$ cat config.mk
export PLATFORM = sky130hd
export DESIGN_NAME = wb_rr_arbiter_flat
export DESIGN_NICKNAME = d
export VERILOG_FILES = /design/src/rtl/wb_rr_arbiter_if.sv /design/src/rtl/wb_rr_arbiter.sv /design/src/flat_wrapper.sv
export SDC_FILE = /design/constraint.sdc
export NUM_CORES = 1
export LEC_CHECK = 0
export ABC_CLOCK_PERIOD_IN_PS = 1120
export CORE_AREA = 2 2 581 583
export CTS_BUF_LIST = sky130_fd_sc_hd__clkbuf_16
export DETAILED_ROUTE_END_ITERATION = 12
export DIE_AREA = 0 0 583 585
export DONT_BUFFER_PORTS = 1
export GPL_TIMING_DRIVEN = 0
export PLACE_DENSITY = 0.3
export SLEW_MARGIN = 10
export SYNTH_ARGS = -nofsm -noshare
export SYNTH_HDL_FRONTEND = slang
export SYNTH_SLANG_ARGS = --single-unit
$ cat constraint.sdc
create_clock -name clk -period 1.12 [get_ports clk]
set_input_delay 0.056 -clock clk [delete_from_list [all_inputs] [get_ports clk]]
set_output_delay 0.056 -clock clk [all_outputs]
set_load 0.03 [all_outputs]
$ cat src/rtl/wb_rr_arbiter_if.sv
// Purpose: wishbone bundle between N masters, the arbiter and one slave.
// Latency: none, this is wiring only.
// Backpressure: none of its own; the owner holds the slave until ACK, RTY or abort.
// Ports: master-side m_* request/response vectors (master i packed at [i*W +: W]),
//        slave-side s_* single wishbone port, m_dat_r broadcast read data.
// Modports: slave  = arbiter view (wishbone slave to the masters, drives s_*),
//           master = environment view (bus masters plus the downstream slave).
interface wb_rr_arbiter_if #(
  parameter int N_MASTERS = 2,
  parameter int ADDR_W    = 28,
  parameter int DATA_W    = 256
);
  logic [N_MASTERS-1:0]          m_cyc;
  logic [N_MASTERS-1:0]          m_stb;
  logic [N_MASTERS-1:0]          m_we;
  logic [N_MASTERS*ADDR_W-1:0]   m_adr;
  logic [N_MASTERS*DATA_W-1:0]   m_dat_w;
  logic [N_MASTERS*DATA_W/8-1:0] m_sel;
  logic [N_MASTERS-1:0]          m_ack;
  logic [N_MASTERS-1:0]          m_rty;
  logic [DATA_W-1:0]             m_dat_r;

  logic                          s_cyc;
  logic                          s_stb;
  logic                          s_we;
  logic [ADDR_W-1:0]             s_adr;
  logic [DATA_W-1:0]             s_dat_w;
  logic [DATA_W/8-1:0]           s_sel;
  logic                          s_ack;
  logic                          s_rty;
  logic [DATA_W-1:0]             s_dat_r;

  modport slave (
    input  m_cyc, m_stb, m_we, m_adr, m_dat_w, m_sel,
    output m_ack, m_rty, m_dat_r,
    output s_cyc, s_stb, s_we, s_adr, s_dat_w, s_sel,
    input  s_ack, s_rty, s_dat_r
  );

  modport master (
    output m_cyc, m_stb, m_we, m_adr, m_dat_w, m_sel,
    input  m_ack, m_rty, m_dat_r,
    input  s_cyc, s_stb, s_we, s_adr, s_dat_w, s_sel,
    output s_ack, s_rty, s_dat_r
  );
endinterface

$ cat src/rtl/wb_rr_arbiter.sv
// Purpose: N-master to 1-slave wishbone arbiter, round-robin (RR_MODE=1) or fixed priority.
// Latency: 1 cycle from request in IDLE to s_cyc; s_ack/s_rty -> m_ack/m_rty combinational.
// Backpressure: owner holds the slave until ACK/RTY/abort; one IDLE cycle between transfers.
// Ports: clk, rst (async, active-high), bus (wb_rr_arbiter_if.slave),
//        grant (owner index, valid while busy), busy (BUSY state).
module wb_rr_arbiter #(
  parameter int  N_MASTERS = 2,
  parameter int  ADDR_W    = 28,
  parameter int  DATA_W    = 256,
  parameter int  RR_MODE   = 1,
  localparam int GW        = $clog2(N_MASTERS),
  localparam int SW        = DATA_W / 8
) (
  input  logic           clk,
  input  logic           rst,
  wb_rr_arbiter_if.slave bus,
  output logic [GW-1:0]  grant,
  output logic           busy
);

  typedef enum logic {IDLE, BUSY} state_t;

  state_t                 state, state_nxt;
  logic [GW-1:0]          rr_ptr, rr_ptr_nxt, grant_nxt, winner, base;
  logic [N_MASTERS-1:0]   req;
  logic [2*N_MASTERS-1:0] req_rot;
  logic [GW:0]            win_sum;
  logic                   win_found;

  logic                   own_cyc, own_stb, own_we;
  logic [ADDR_W-1:0]      own_adr;
  logic [DATA_W-1:0]      own_dat;
  logic [SW-1:0]          own_sel;

  assign req  = bus.m_cyc & bus.m_stb;
  assign busy = (state == BUSY);

  // Winner search: rotate the request vector so the search origin sits at bit 0,
  // take the first set bit, then map the offset back to a master index mod N.
  always_comb begin
    base      = (RR_MODE != 0) ? rr_ptr : '0;
    req_rot   = {req, req} >> base;
    win_sum   = '0;
    win_found = 1'b0;
    for (int j = 0; j < N_MASTERS; j++) begin
      if (!win_found && req_rot[j]) begin
        win_sum   = {1'b0, base} + (GW+1)'(j);
        win_found = 1'b1;
      end
    end
    if (win_sum >= (GW+1)'(N_MASTERS)) win_sum = win_sum - (GW+1)'(N_MASTERS);
    winner = win_sum[GW-1:0];
  end

  // Current owner's request fields.
  always_comb begin
    own_cyc = 1'b0;
    own_stb = 1'b0;
    own_we  = 1'b0;
    own_adr = '0;
    own_dat = '0;
    own_sel = '0;
    for (int i = 0; i < N_MASTERS; i++) begin
      if (grant == GW'(i)) begin
        own_cyc = bus.m_cyc[i];
        own_stb = bus.m_stb[i];
        own_we  = bus.m_we[i];
        own_adr = bus.m_adr[i*ADDR_W +: ADDR_W];
        own_dat = bus.m_dat_w[i*DATA_W +: DATA_W];
        own_sel = bus.m_sel[i*SW +: SW];
      end
    end
  end

  always_ff @(posedge clk or posedge rst) begin
    if (rst) begin
      state  <= IDLE;
      rr_ptr <= '0;
      grant  <= '0;
    end else begin
      state  <= state_nxt;
      rr_ptr <= rr_ptr_nxt;
      grant  <= grant_nxt;
    end
  end

  always_comb begin
    state_nxt  = state;
    rr_ptr_nxt = rr_ptr;
    grant_nxt  = grant;
    case (state)
      IDLE: begin
        if (|req) begin
          state_nxt = BUSY;
          grant_nxt = winner;
        end
      end
      BUSY: begin
        if (bus.s_ack || bus.s_rty) begin
          state_nxt  = IDLE;
          rr_ptr_nxt = (grant == GW'(N_MASTERS-1)) ? '0 : grant + GW'(1);
        end else if (!own_cyc) begin
          // Abort: pointer untouched so the aborting master keeps its turn.
          state_nxt = IDLE;
        end
      end
      default: state_nxt = IDLE;
    endcase
  end

  // Slave side: controls gated by BUSY, data paths are plain muxes.
  assign bus.s_cyc   = busy & own_cyc;
  assign bus.s_stb   = busy & own_stb;
  assign bus.s_we    = busy & own_we;
  assign bus.s_adr   = own_adr;
  assign bus.s_dat_w = own_dat;
  assign bus.s_sel   = own_sel;
  assign bus.m_dat_r = bus.s_dat_r;

  // Responses reach only the owner, and only while BUSY.
  always_comb begin
    bus.m_ack = '0;
    bus.m_rty = '0;
    for (int i = 0; i < N_MASTERS; i++) begin
      bus.m_ack[i] = busy && (grant == GW'(i)) && bus.s_ack;
      bus.m_rty[i] = busy && (grant == GW'(i)) && bus.s_rty;
    end
  end

endmodule

$ cat src/flat_wrapper.sv
// flat-port wrapper written by rule: the top's interface ports become plain ports
module wb_rr_arbiter_flat 
#(
  parameter int  N_MASTERS = 2,
  parameter int  ADDR_W    = 28,
  parameter int  DATA_W    = 256,
  parameter int  RR_MODE   = 1,
  localparam int GW        = $clog2(N_MASTERS),
  localparam int SW        = DATA_W / 8
)
  (clk, rst, grant, busy, bus_m_cyc, bus_m_stb, bus_m_we, bus_m_adr, bus_m_dat_w, bus_m_sel, bus_m_ack, bus_m_rty, bus_m_dat_r, bus_s_cyc, bus_s_stb, bus_s_we, bus_s_adr, bus_s_dat_w, bus_s_sel, bus_s_ack, bus_s_rty, bus_s_dat_r);
  wb_rr_arbiter_if #(.N_MASTERS(N_MASTERS), .ADDR_W(ADDR_W), .DATA_W(DATA_W)) bus_i ();
  input  logic clk;
  input  logic rst;
  output logic [GW-1:0] grant;
  output logic busy;
  input wire logic [$bits(bus_i.m_cyc)-1:0] bus_m_cyc;
  input wire logic [$bits(bus_i.m_stb)-1:0] bus_m_stb;
  input wire logic [$bits(bus_i.m_we)-1:0] bus_m_we;
  input wire logic [$bits(bus_i.m_adr)-1:0] bus_m_adr;
  input wire logic [$bits(bus_i.m_dat_w)-1:0] bus_m_dat_w;
  input wire logic [$bits(bus_i.m_sel)-1:0] bus_m_sel;
  output wire logic [$bits(bus_i.m_ack)-1:0] bus_m_ack;
  output wire logic [$bits(bus_i.m_rty)-1:0] bus_m_rty;
  output wire logic [$bits(bus_i.m_dat_r)-1:0] bus_m_dat_r;
  output wire logic [$bits(bus_i.s_cyc)-1:0] bus_s_cyc;
  output wire logic [$bits(bus_i.s_stb)-1:0] bus_s_stb;
  output wire logic [$bits(bus_i.s_we)-1:0] bus_s_we;
  output wire logic [$bits(bus_i.s_adr)-1:0] bus_s_adr;
  output wire logic [$bits(bus_i.s_dat_w)-1:0] bus_s_dat_w;
  output wire logic [$bits(bus_i.s_sel)-1:0] bus_s_sel;
  input wire logic [$bits(bus_i.s_ack)-1:0] bus_s_ack;
  input wire logic [$bits(bus_i.s_rty)-1:0] bus_s_rty;
  input wire logic [$bits(bus_i.s_dat_r)-1:0] bus_s_dat_r;
  assign bus_i.m_cyc = bus_m_cyc;
  assign bus_i.m_stb = bus_m_stb;
  assign bus_i.m_we = bus_m_we;
  assign bus_i.m_adr = bus_m_adr;
  assign bus_i.m_dat_w = bus_m_dat_w;
  assign bus_i.m_sel = bus_m_sel;
  assign bus_m_ack = bus_i.m_ack;
  assign bus_m_rty = bus_i.m_rty;
  assign bus_m_dat_r = bus_i.m_dat_r;
  assign bus_s_cyc = bus_i.s_cyc;
  assign bus_s_stb = bus_i.s_stb;
  assign bus_s_we = bus_i.s_we;
  assign bus_s_adr = bus_i.s_adr;
  assign bus_s_dat_w = bus_i.s_dat_w;
  assign bus_s_sel = bus_i.s_sel;
  assign bus_i.s_ack = bus_s_ack;
  assign bus_i.s_rty = bus_s_rty;
  assign bus_i.s_dat_r = bus_s_dat_r;
  wb_rr_arbiter #(.N_MASTERS(N_MASTERS), .ADDR_W(ADDR_W), .DATA_W(DATA_W), .RR_MODE(RR_MODE)) u_core (.clk(clk), .rst(rst), .bus(bus_i), .grant(grant), .busy(busy));
endmodule
==> results.sh, run 1 <==
export IMPL_leakage_nw=4.32
export IMPL_start_kind="flip-flop"
export IMPL_ant_nets=0
export IMPL_synth_area_leaders="mux2_4, buf_4, mux2_2"
export IMPL_hold_viol=0
export IMPL_crit_fanout=10
export IMPL_power_density_nw_per_um2=1550
export IMPL_gp_congestion=1.08
export IMPL_grt_pass1_wl_mm=228
export IMPL_drv_slew=0
export IMPL_h_tree_depth=1
export IMPL_start_util=0.0208
export IMPL_cts_sinks=3
export IMPL_ioPinCount=1479
export IMPL_areaGrowthSynthToFinish_pct=91.9
export IMPL_finalPower_mw=20.8
export IMPL_maxCapViolCount=0
export IMPL_tns_ns=-274.26
export IMPL_finalCritPeriodShare=1.88
export IMPL_r2r_end="u_core.busy"
export IMPL_synth_most_common_cell="buf_4"
export IMPL_min_from="bus_s_ack"
export IMPL_overflow=0
export IMPL_multi_input_area_um2=4910
export IMPL_path_clk_slew_ns=0.03
export IMPL_worst_slew_pin_slew_ns=0.504
export IMPL_async_reset_ff_frac=1.00
export IMPL_drt_iter0_drc=454
export IMPL_drt_pass1_iterations=4
export IMPL_hold_depth=2
export IMPL_die_h_um=585
export IMPL_n_fill_cell=39800
export IMPL_wl_per_cell_um=41.7
export IMPL_reg2reg_depth=5
export IMPL_rsz0062_at_grt="yes"
export IMPL_final_util=0.0400
export IMPL_violations="negative setup slack"
export IMPL_viasPerCell=1.37
export IMPL_place_hpwl_mm=208
export IMPL_r2r_slack_ns=-0.54
export IMPL_hp_class="input port to flip-flop"
export IMPL_yosysUniqueCellTypes=18
export IMPL_yosysSeqAreaShare=0.0107
export IMPL_antenna_found_initial=319
export IMPL_wirelength_mm=214
export IMPL_die_x_um=583
export IMPL_ys_warnings_count=0
export IMPL_setup_viol=326
export IMPL_slew_headroom=0.663
export IMPL_synth_largest_area_cell="mux2_4"
export IMPL_finalClockSkew_ns=0.00531
export IMPL_cts_root_buffer="clkbuf_16"
export IMPL_die_area_um2=341000
export IMPL_timing_final_ws_setup_ns=-0.991
export IMPL_yosys_register_bits=3
export IMPL_drive_gt1_frac=0.974
export IMPL_grt_pass1_vias=6435
export IMPL_final_nets=1545
export IMPL_cp_required_ns=1.06
export IMPL_cts_buffer_depth=2
export IMPL_crit_path_end_kind="output port"
export IMPL_syn_inst=633
export IMPL_clk_latency_ns=0.23
export IMPL_grt_max_degree=11
export IMPL_worstSetupPathType="flip-flop to output port"
export IMPL_numCtsBuffers=3
export IMPL_grt_usage=0.119
export IMPL_status="finished with violations"
export IMPL_fin_crit_ns=2.11
export IMPL_register_area_um2=80.1
export IMPL_avgSynthCellArea_um2=11.0
export IMPL_port_buffers=0
export IMPL_cts_tree="done"
export IMPL_timing_rr_start="u_core.grant"
export IMPL_rows=213
export IMPL_vias=7016
export IMPL_yosys_area_top_type_share=0.524
export IMPL_synth_common_cells="buf_4, mux2_4, mux2_2"
export IMPL_synth_fp_nets=1531
export IMPL_drcViolationCount=0
export IMPL_synth_top_flop_cell="dfrtp_1"
export IMPL_hold_end="u_core.busy"
export IMPL_netlist_area_um2=6990
export IMPL_critPathArrivalTime_ns=2.06
export IMPL_synth_edff_count=0
export IMPL_vdd_ir_drop_worst_mv=1.09
export IMPL_core_um2=335000
export IMPL_max_freq_ghz=0.474
-- worst max-delay path by stage --
stage | start | end
global route | u_core.grant | bus_s_dat_w[225]
detailed placement | u_core.grant | bus_s_sel[29]
global placement | u_core.grant | bus_s_sel[29]
CTS | u_core.grant | bus_s_dat_w[225]
floorplan | u_core.grant | bus_s_dat_w[100]
finish | u_core.grant | bus_s_sel[23]
-- worst max-delay path, stage by stage (launching register included) --
cell	delay (ns)
dfrtp_4	0.58
buf_16	0.21
buf_4	0.20
buf_4	0.14
buf_12	0.15
mux2_4	0.43
-- registers in the layout (all words and copies together), names as in the netlist --
signal and count:
u_core.base 1, u_core.busy 1, u_core.grant 1
-- per-layer routing --
layer,share of wire,GRT usage,up-vias,wire length [µm]
met5,0.0065,0.00266,-,1390
met4,0.027,0.0223,204,5730
met3,0.21,0.111,468,44700
met2,0.39,0.166,1300,82600
met1,0.37,0.131,2974,79200
li1,-,-,2070,-
-- kinds of logic after synthesis --
family,after synthesis,share of synthesized area
flops,3,0.0107
mux,320,0.646
simple gates,11,0.0109
compound gates,4,0.00412
buf+inv,295,0.328
-- power breakdown --
part	internal, mW	total [mW]	switching [mW]
clock network	0.462	0.581	0.119
registers	0.146	0.252	0.106
logic	5.83	20.0	14.2
-- what timing repair did --
action | in CTS | in global routing
setup endpoints to repair | 326 | 326
gates cloned | 0 | 0
endpoints found under the hold margin | 3 | 0
hold buffers | 1 | 0
setup buffers | 2 | 6
resized for setup | 70 | 34
-- cells in the final DEF, fill, tap and decap left out --
master,n
buf_6,1
and3_4,2
dfrtp_1,1
mux2_4,306
buf_4,264
dlygate4sd3_1,1
and3_1,1
clkbuf_1,1
dfrtp_2,1
o22ai_1,1
mux2_8,2
clkbuf_16,3
nor2b_4,2
o21ai_0,1
diode_2,68
nand2_1,1
and3b_2,1
and3b_4,1
buf_8,18
o32a_1,1
dfrtp_4,1
a22oi_1,1
mux2_2,8
buf_16,4
and3b_1,1
inv_1,3
mux2i_1,4
or3b_2,1
nor2b_2,1
buf_12,13
-- cell type report --
class / count / share of cell area
antenna: 68 / 0.0127
buffer: 293 / 0.192
clock buffer: 3 / 0.00560
clock inverter: 1 / 0.000280
inverter: 2 / 0.000560
multi-input combinational: 335 / 0.366
sequential: 3 / 0.00597
tap: 4407 / 0.411
timing repair buffer: 9 / 0.00522
-- per-stage QoR --
step	hold slack (ns)	std cells	instance area, µm²	worst slack, ns
floorplan	-0.190	633	7150	-0.211
global placement	-0.174	5040	12700	-1.53
detailed placement	-0.160	5040	12700	-1.54
CTS	0.0374	5047	13000	-1.07
global route	0.0431	5078	13300	-1.05
finish	0.0441	5121	13400	-0.991
(Power assumes the default switching activity.)
==> run 2, diff against run 1 <==
- ABC_AREA: not set -> 1
- CORE_AREA: 2 2 581 583 -> 2 2 583 585
- DIE_AREA: 0 0 583 585 -> 0 0 585 587
==> run 2 against run 1 <==
The run still ends with negative setup slack left. Worst setup slack improved by 0.21 ns. Sequential share of layout area down 0.17 points. Hold slack gained 0.031 ns. Largest cell class is now multi-input combinational cells. Combinational power increased by 41%. Non-clock buffer count grew 68. Critical path type unchanged. Synthesized cell count rose by 110%. Clock skew decreased by 0.0042 ns.
==> results.sh, run 2 <==
export IMPL_power_density_nw_per_um2=1540
export IMPL_viasPerCell=1.74
export IMPL_leakage_nw=6.26
export IMPL_cts_root_buffer="clkbuf_16"
export IMPL_min_from="bus_s_ack"
export IMPL_fin_crit_ns=1.90
export IMPL_die_x_um=585
export IMPL_worst_slew_pin_slew_ns=0.543
export IMPL_critPathArrivalTime_ns=1.85
export IMPL_port_buffers=0
export IMPL_multi_input_area_um2=9000
export IMPL_maxCapViolCount=0
export IMPL_clk_latency_ns=0.23
export IMPL_wirelength_mm=270
export IMPL_n_fill_cell=39900
export IMPL_timing_rr_start="u_core.grant"
export IMPL_vdd_ir_drop_worst_mv=0.389
export IMPL_timing_final_ws_setup_ns=-0.782
export IMPL_start_kind="flip-flop"
export IMPL_register_area_um2=80.1
export IMPL_hold_viol=0
export IMPL_violations="negative setup slack"
export IMPL_drcViolationCount=0
export IMPL_crit_path_end_kind="output port"
export IMPL_max_freq_ghz=0.526
export IMPL_cts_buffer_depth=2
export IMPL_grt_usage=0.151
export IMPL_swShare=0.736
export IMPL_die_h_um=587
export IMPL_drv_slew=0
export IMPL_grt_pass1_vias=10100
export IMPL_power_share_clock=0.019
export IMPL_synth_most_common_cell="nand2_1"
export IMPL_overflow=0
export IMPL_p_int_mw=7.68
export IMPL_synth_top_flop_cell="dfrtp_1"
export IMPL_grt_pass1_wl_mm=295
export IMPL_die_area_um2=343000
export IMPL_finalClockSkew_ns=0.00110
export IMPL_slew_headroom=0.637
export IMPL_drt_iter0_drc=562
export IMPL_async_reset_ff_frac=1.00
export IMPL_place_hpwl_mm=261
export IMPL_crit_fanout=8
export IMPL_vias=10400
export IMPL_ant_nets=0
export IMPL_yosys_area_top_type_share=0.579
export IMPL_synth_fp_nets=2212
export IMPL_final_nets=2261
export IMPL_wl_per_cell_um=45.1
export IMPL_core_um2=338000
export IMPL_tns_ns=-220.73
export IMPL_final_util=0.0558
export IMPL_hp_class="input port to flip-flop"
export IMPL_setup_viol=326
export IMPL_path_clk_slew_ns=0.03
export IMPL_grt_max_degree=11
export IMPL_cts_sinks=3
export IMPL_areaGrowthSynthToFinish_pct=201
export IMPL_pwr_share_seq=0.008
export IMPL_layout_commonest_cell="nand2_1"
export IMPL_gp_congestion=0.839
export IMPL_yosysSeqAreaShare=0.0120
export IMPL_start_util=0.0185
export IMPL_status="finished with violations"
export IMPL_yosysUniqueCellTypes=13
export IMPL_drt_pass1_iterations=4
export IMPL_rsz0062_at_grt="yes"
export IMPL_switching_power_mw=21.4
export IMPL_yosys_register_bits=3
export IMPL_netlist_area_um2=6270
export IMPL_ys_warnings_count=0
export IMPL_rows=214
export IMPL_pre_cts_ws_ns=-1.10
export IMPL_synth_edff_count=0
export IMPL_startpoint="u_core.grant"
export IMPL_cp_required_ns=1.06
export IMPL_cts_tree="done"
export IMPL_finalCritPeriodShare=1.70
export IMPL_ioPinCount=1479
export IMPL_h_tree_depth=1
export IMPL_worstSetupPathType="flip-flop to output port"
export IMPL_avgSynthCellArea_um2=4.77
export IMPL_p_comb_frac=0.973
export IMPL_synth_largest_area_cell="nand2_1"
export IMPL_antenna_found_initial=355
export IMPL_finalPower_mw=29.1
export IMPL_synth_common_cells="nand2_1, buf_4, buf_2"
export IMPL_drive_gt1_frac=0.693
export IMPL_final_cell_mix="nand2_1, buf_4, nand2_4"
export IMPL_synth_area_leaders="nand2_1, buf_4, buf_6"
export IMPL_syn_inst=1314
export IMPL_numCtsBuffers=3
==> run 2: power groups by stage <==
stage | registers (mW) | logic [mW] | clock network [mW]
after CTS | 0.228 | 29.5 | 0.569
final | 0.224 | 28.3 | 0.565
after detailed placement | 0.215 | 24.3 | 0
after global routing | 0.227 | 29.9 | 0.572
after floorplan | 0.181 | 13.9 | 0
after global placement | 0.211 | 24.3 | 0
==> run 2: logic make-up (layout without fill, tap and decap cells) <==
family | Yosys count | count (layout) | share of synthesized area
compound gates | 5 | 5 | 0.00399
buf+inv | 332 | 380 | 0.400
flops | 3 | 3 | 0.0120
other cells | 0 | 89 | 0
simple gates | 974 | 974 | 0.584
==> run 2: worst max-delay path, stage by stage (launching register included) <==
cell and delay, ns:
dfrtp_2 0.52, buf_12 0.25, clkinv_16 0.11, buf_16 0.17, buf_8 0.15, buf_16 0.13, nand2_1 0.11, nand2_4 0.12
==> run 2: routing by layer <==
layer	vias up	routed length (µm)	track usage
met5	-	1990	0
met4	298	2340	0.00298
met3	484	53100	0.137
met2	1270	129000	0.263
met1	4515	83200	0.137
li1	3878	-	-
==> run 2: path summary, 6_finish.rpt <==
path                                    end  slack (ns)  depth (start not counted)
max in group asynchronous       u_core.busy        0.74                          2
min                             u_core.busy        0.07                          3
max                        bus_s_dat_w[149]       -0.78                          7
max reg2reg                     u_core.busy       -0.43                          8
min in group asynchronous       u_core.base        0.22                          2
min reg2reg                    u_core.grant        0.58                          2
==> run 2: layout make-up <==
cell class | count | area share
timing repair inverter | 1 | 0.000863
inverter | 5 | 0.00239
buffer | 325 | 0.159
clock buffer | 3 | 0.00398
antenna | 89 | 0.0118
multi-input combinational | 979 | 0.477
timing repair buffer | 45 | 0.0395
clock inverter | 1 | 0.000199
sequential | 3 | 0.00425
tap | 4536 | 0.301
==> run 2: what timing repair did <==
action                                 4_1_cts  5_1_grt
resized for setup                          497      147
pin swaps                                  153       97
setup buffers                               24       11
cloned                                      15        2
endpoints found under the hold margin        3        0
setup endpoints to repair                  326      326
hold buffers                                 1        0
==> run 2: through the flow <==
step | hold WS (ns) | instance area [µm²] | cells
2_1_floorplan | -0.190 | 8990 | 1314
3_3_place_gp | -0.182 | 14700 | 5850
3_5_place_dp | -0.172 | 14700 | 5850
4_1_cts | 0.0682 | 18000 | 5893
5_1_grt | 0.106 | 18700 | 5926
6_report | 0.0750 | 18900 | 5987
==> run 3, diff against run 2 <==
- CORE_AREA: 2 2 583 585 -> 2 2 572 574
- DIE_AREA: 0 0 585 587 -> 0 0 574 576
==> run 3 against run 2 <==
The run still ends with negative setup slack left. Routed wire length decreased by 6.9%. First-iteration DRC count rose by 9.3%. Register-to-register slack better by 0.02 ns. Non-clock buffer count shrank 20. Cell area shrank 10%. Via count fell by 1.9%. Clock-buffer cell count is the same. Maximum frequency fell by 1.9%. Clock skew down 0.00059 ns.
==> results.sh, run 3 (synthesis results as in run 2) <==
export IMPL_hold_viol=0
export IMPL_clk_latency_ns=0.23
export IMPL_p_int_mw=6.42
export IMPL_p_comb_frac=0.969
export IMPL_h_tree_depth=1
export IMPL_hp_class="input port to flip-flop"
export IMPL_register_area_um2=80.1
export IMPL_grt_usage=0.145
export IMPL_wirelength_mm=251
export IMPL_setup_viol=326
export IMPL_drcViolationCount=0
export IMPL_grt_max_degree=11
export IMPL_rows=210
export IMPL_areaGrowthSynthToFinish_pct=170
export IMPL_swShare=0.753
export IMPL_maxCapViolCount=0
export IMPL_drv_slew=0
export IMPL_cts_root_buffer="clkbuf_16"
export IMPL_violations="negative setup slack"
export IMPL_switching_power_mw=19.5
export IMPL_overflow=0
export IMPL_place_hpwl_mm=243
export IMPL_gp_congestion=0.864
export IMPL_final_nets=2241
export IMPL_crit_path_end_kind="output port"
export IMPL_die_x_um=574
export IMPL_worst_slew_pin_slew_ns=0.548
export IMPL_max_freq_ghz=0.516
export IMPL_critPathArrivalTime_ns=1.88
export IMPL_drt_iter0_drc=614
export IMPL_port_buffers=0
export IMPL_cts_sinks=3
export IMPL_ioPinCount=1479
export IMPL_timing_final_ws_setup_ns=-0.819
export IMPL_die_h_um=576
export IMPL_power_share_clock=0.022
export IMPL_holdWs_ns=0.0789
export IMPL_grt_pass1_wl_mm=273
export IMPL_final_area_um2=16900
export IMPL_wl_per_cell_um=43.5
export IMPL_path_clk_slew_ns=0.03
export IMPL_die_area_um2=331000
export IMPL_cp_required_ns=1.06
export IMPL_power_density_nw_per_um2=1530
export IMPL_status="finished with violations"
export IMPL_ant_nets=0
export IMPL_multi_input_area_um2=7650
export IMPL_numCtsBuffers=3
export IMPL_leakage_nw=5.82
export IMPL_finalClockSkew_ns=0.000507
export IMPL_antenna_found_initial=388
export IMPL_final_cell_mix="nand2_1, nand2_4, buf_4"
export IMPL_core_um2=325000
export IMPL_vdd_ir_drop_worst_mv=0.413
export IMPL_slew_headroom=0.634
export IMPL_start_kind="flip-flop"
export IMPL_fin_crit_ns=1.94
export IMPL_vias=10300
export IMPL_drt_pass1_iterations=4
export IMPL_worstSetupPathType="flip-flop to output port"
export IMPL_start_util=0.0193
export IMPL_cts_buffer_depth=2
export IMPL_grt_pass1_vias=9679
export IMPL_finalCritPeriodShare=1.73
export IMPL_placed_cell_area_um2=14400
export IMPL_crit_fanout=10
export IMPL_layout_commonest_cell="nand2_1"
export IMPL_cts_tree="done"
export IMPL_drive_gt1_frac=0.633
export IMPL_rsz0062_at_grt="yes"
export IMPL_viasPerCell=1.78
export IMPL_pwr_share_seq=0.009
export IMPL_n_fill_cell=38600
## run 3: cell types whose count changed in the layout (fill, tap and decap cells not counted), moves of 2 or more
cell | previous run | this run
buf_12 | 43 | 28
buf_16 | 13 | 6
buf_2 | 0 | 2
buf_4 | 281 | 273
buf_6 | 22 | 18
buf_8 | 6 | 8
clkbuf_16 | 5 | 12
clkbuf_4 | 2 | 5
diode_2 | 89 | 86
nand2_1 | 405 | 480
nand2_2 | 116 | 99
nand2_4 | 260 | 301
nand2_8 | 185 | 86
## run 3: metal layers
metal,vias up,track usage,part of all wire
li1,3842,-,-
met3,519,0.150,0.21
met4,352,0.00545,0.0088
met2,1203,0.238,0.46
met5,-,0,0.0092
met1,4334,0.130,0.32
## run 3: through the flow
step,total power [mW],util,setup TNS (ns),worst slack [ns],std cells
2_1_floorplan,14.1,-,-24.91,-0.0993,1314
3_3_place_gp,23.5,0.0443,-272.42,-1.14,5660
3_5_place_dp,23.6,0.0443,-272.25,-1.13,5660
4_1_cts,25.9,0.0479,-265.58,-0.901,5679
5_1_grt,27.4,0.0514,-257.38,-0.872,5703
6_report,25.9,0.0520,-236.73,-0.819,5774
## run 3: path summary, 6_finish.rpt
check                                   from               end  slack [ns]  depth (start not counted)
worst max-delay path            u_core.grant  bus_s_dat_w[152]       -0.82                          7
worst min-delay path               bus_s_ack       u_core.busy        0.08                          3
worst max register to register  u_core.grant       u_core.base       -0.41                          6
worst min register to register   u_core.base      u_core.grant        0.53                          2
max in group asynchronous                rst      u_core.grant        0.68                          2
min in group asynchronous                rst       u_core.base        0.28                          2
## run 3: layout make-up
cell class / instances / share of cell area
clock inverter: 1 / 0.000222
timing repair inverter: 1 / 0.000666
tap: 4346 / 0.322
antenna: 86 / 0.0127
buffer: 324 / 0.171
timing repair buffer: 26 / 0.0293
multi-input combinational: 979 / 0.453
clock buffer: 3 / 0.00444
inverter: 5 / 0.00267
sequential: 3 / 0.00474
## run 3: power by group through the flow
stage | Combinational, mW | Clock, mW | Sequential [mW]
detailed placement | 23.3 | 0 | 0.227
finish | 25.1 | 0.561 | 0.236
global route | 26.6 | 0.578 | 0.233
CTS | 25.1 | 0.561 | 0.236
floorplan | 13.9 | 0 | 0.181
global placement | 23.3 | 0 | 0.224
## run 3: critical path, cell delays in order (launching register included)
cell and delay [ns]:
dfrtp_4 0.57, buf_12 0.22, clkinv_16 0.10, buf_16 0.16
buf_12 0.14, buf_8 0.17, nand2_2 0.08, nand2_4 0.15
## run 3: timing repair
item,CTS,global route
gates cloned,2,10
pin swaps,31,96
endpoints found under the hold margin,3,0
hold buffers,1,0
setup endpoints to repair,326,326
buffers inserted,12,3
resized for setup,172,201
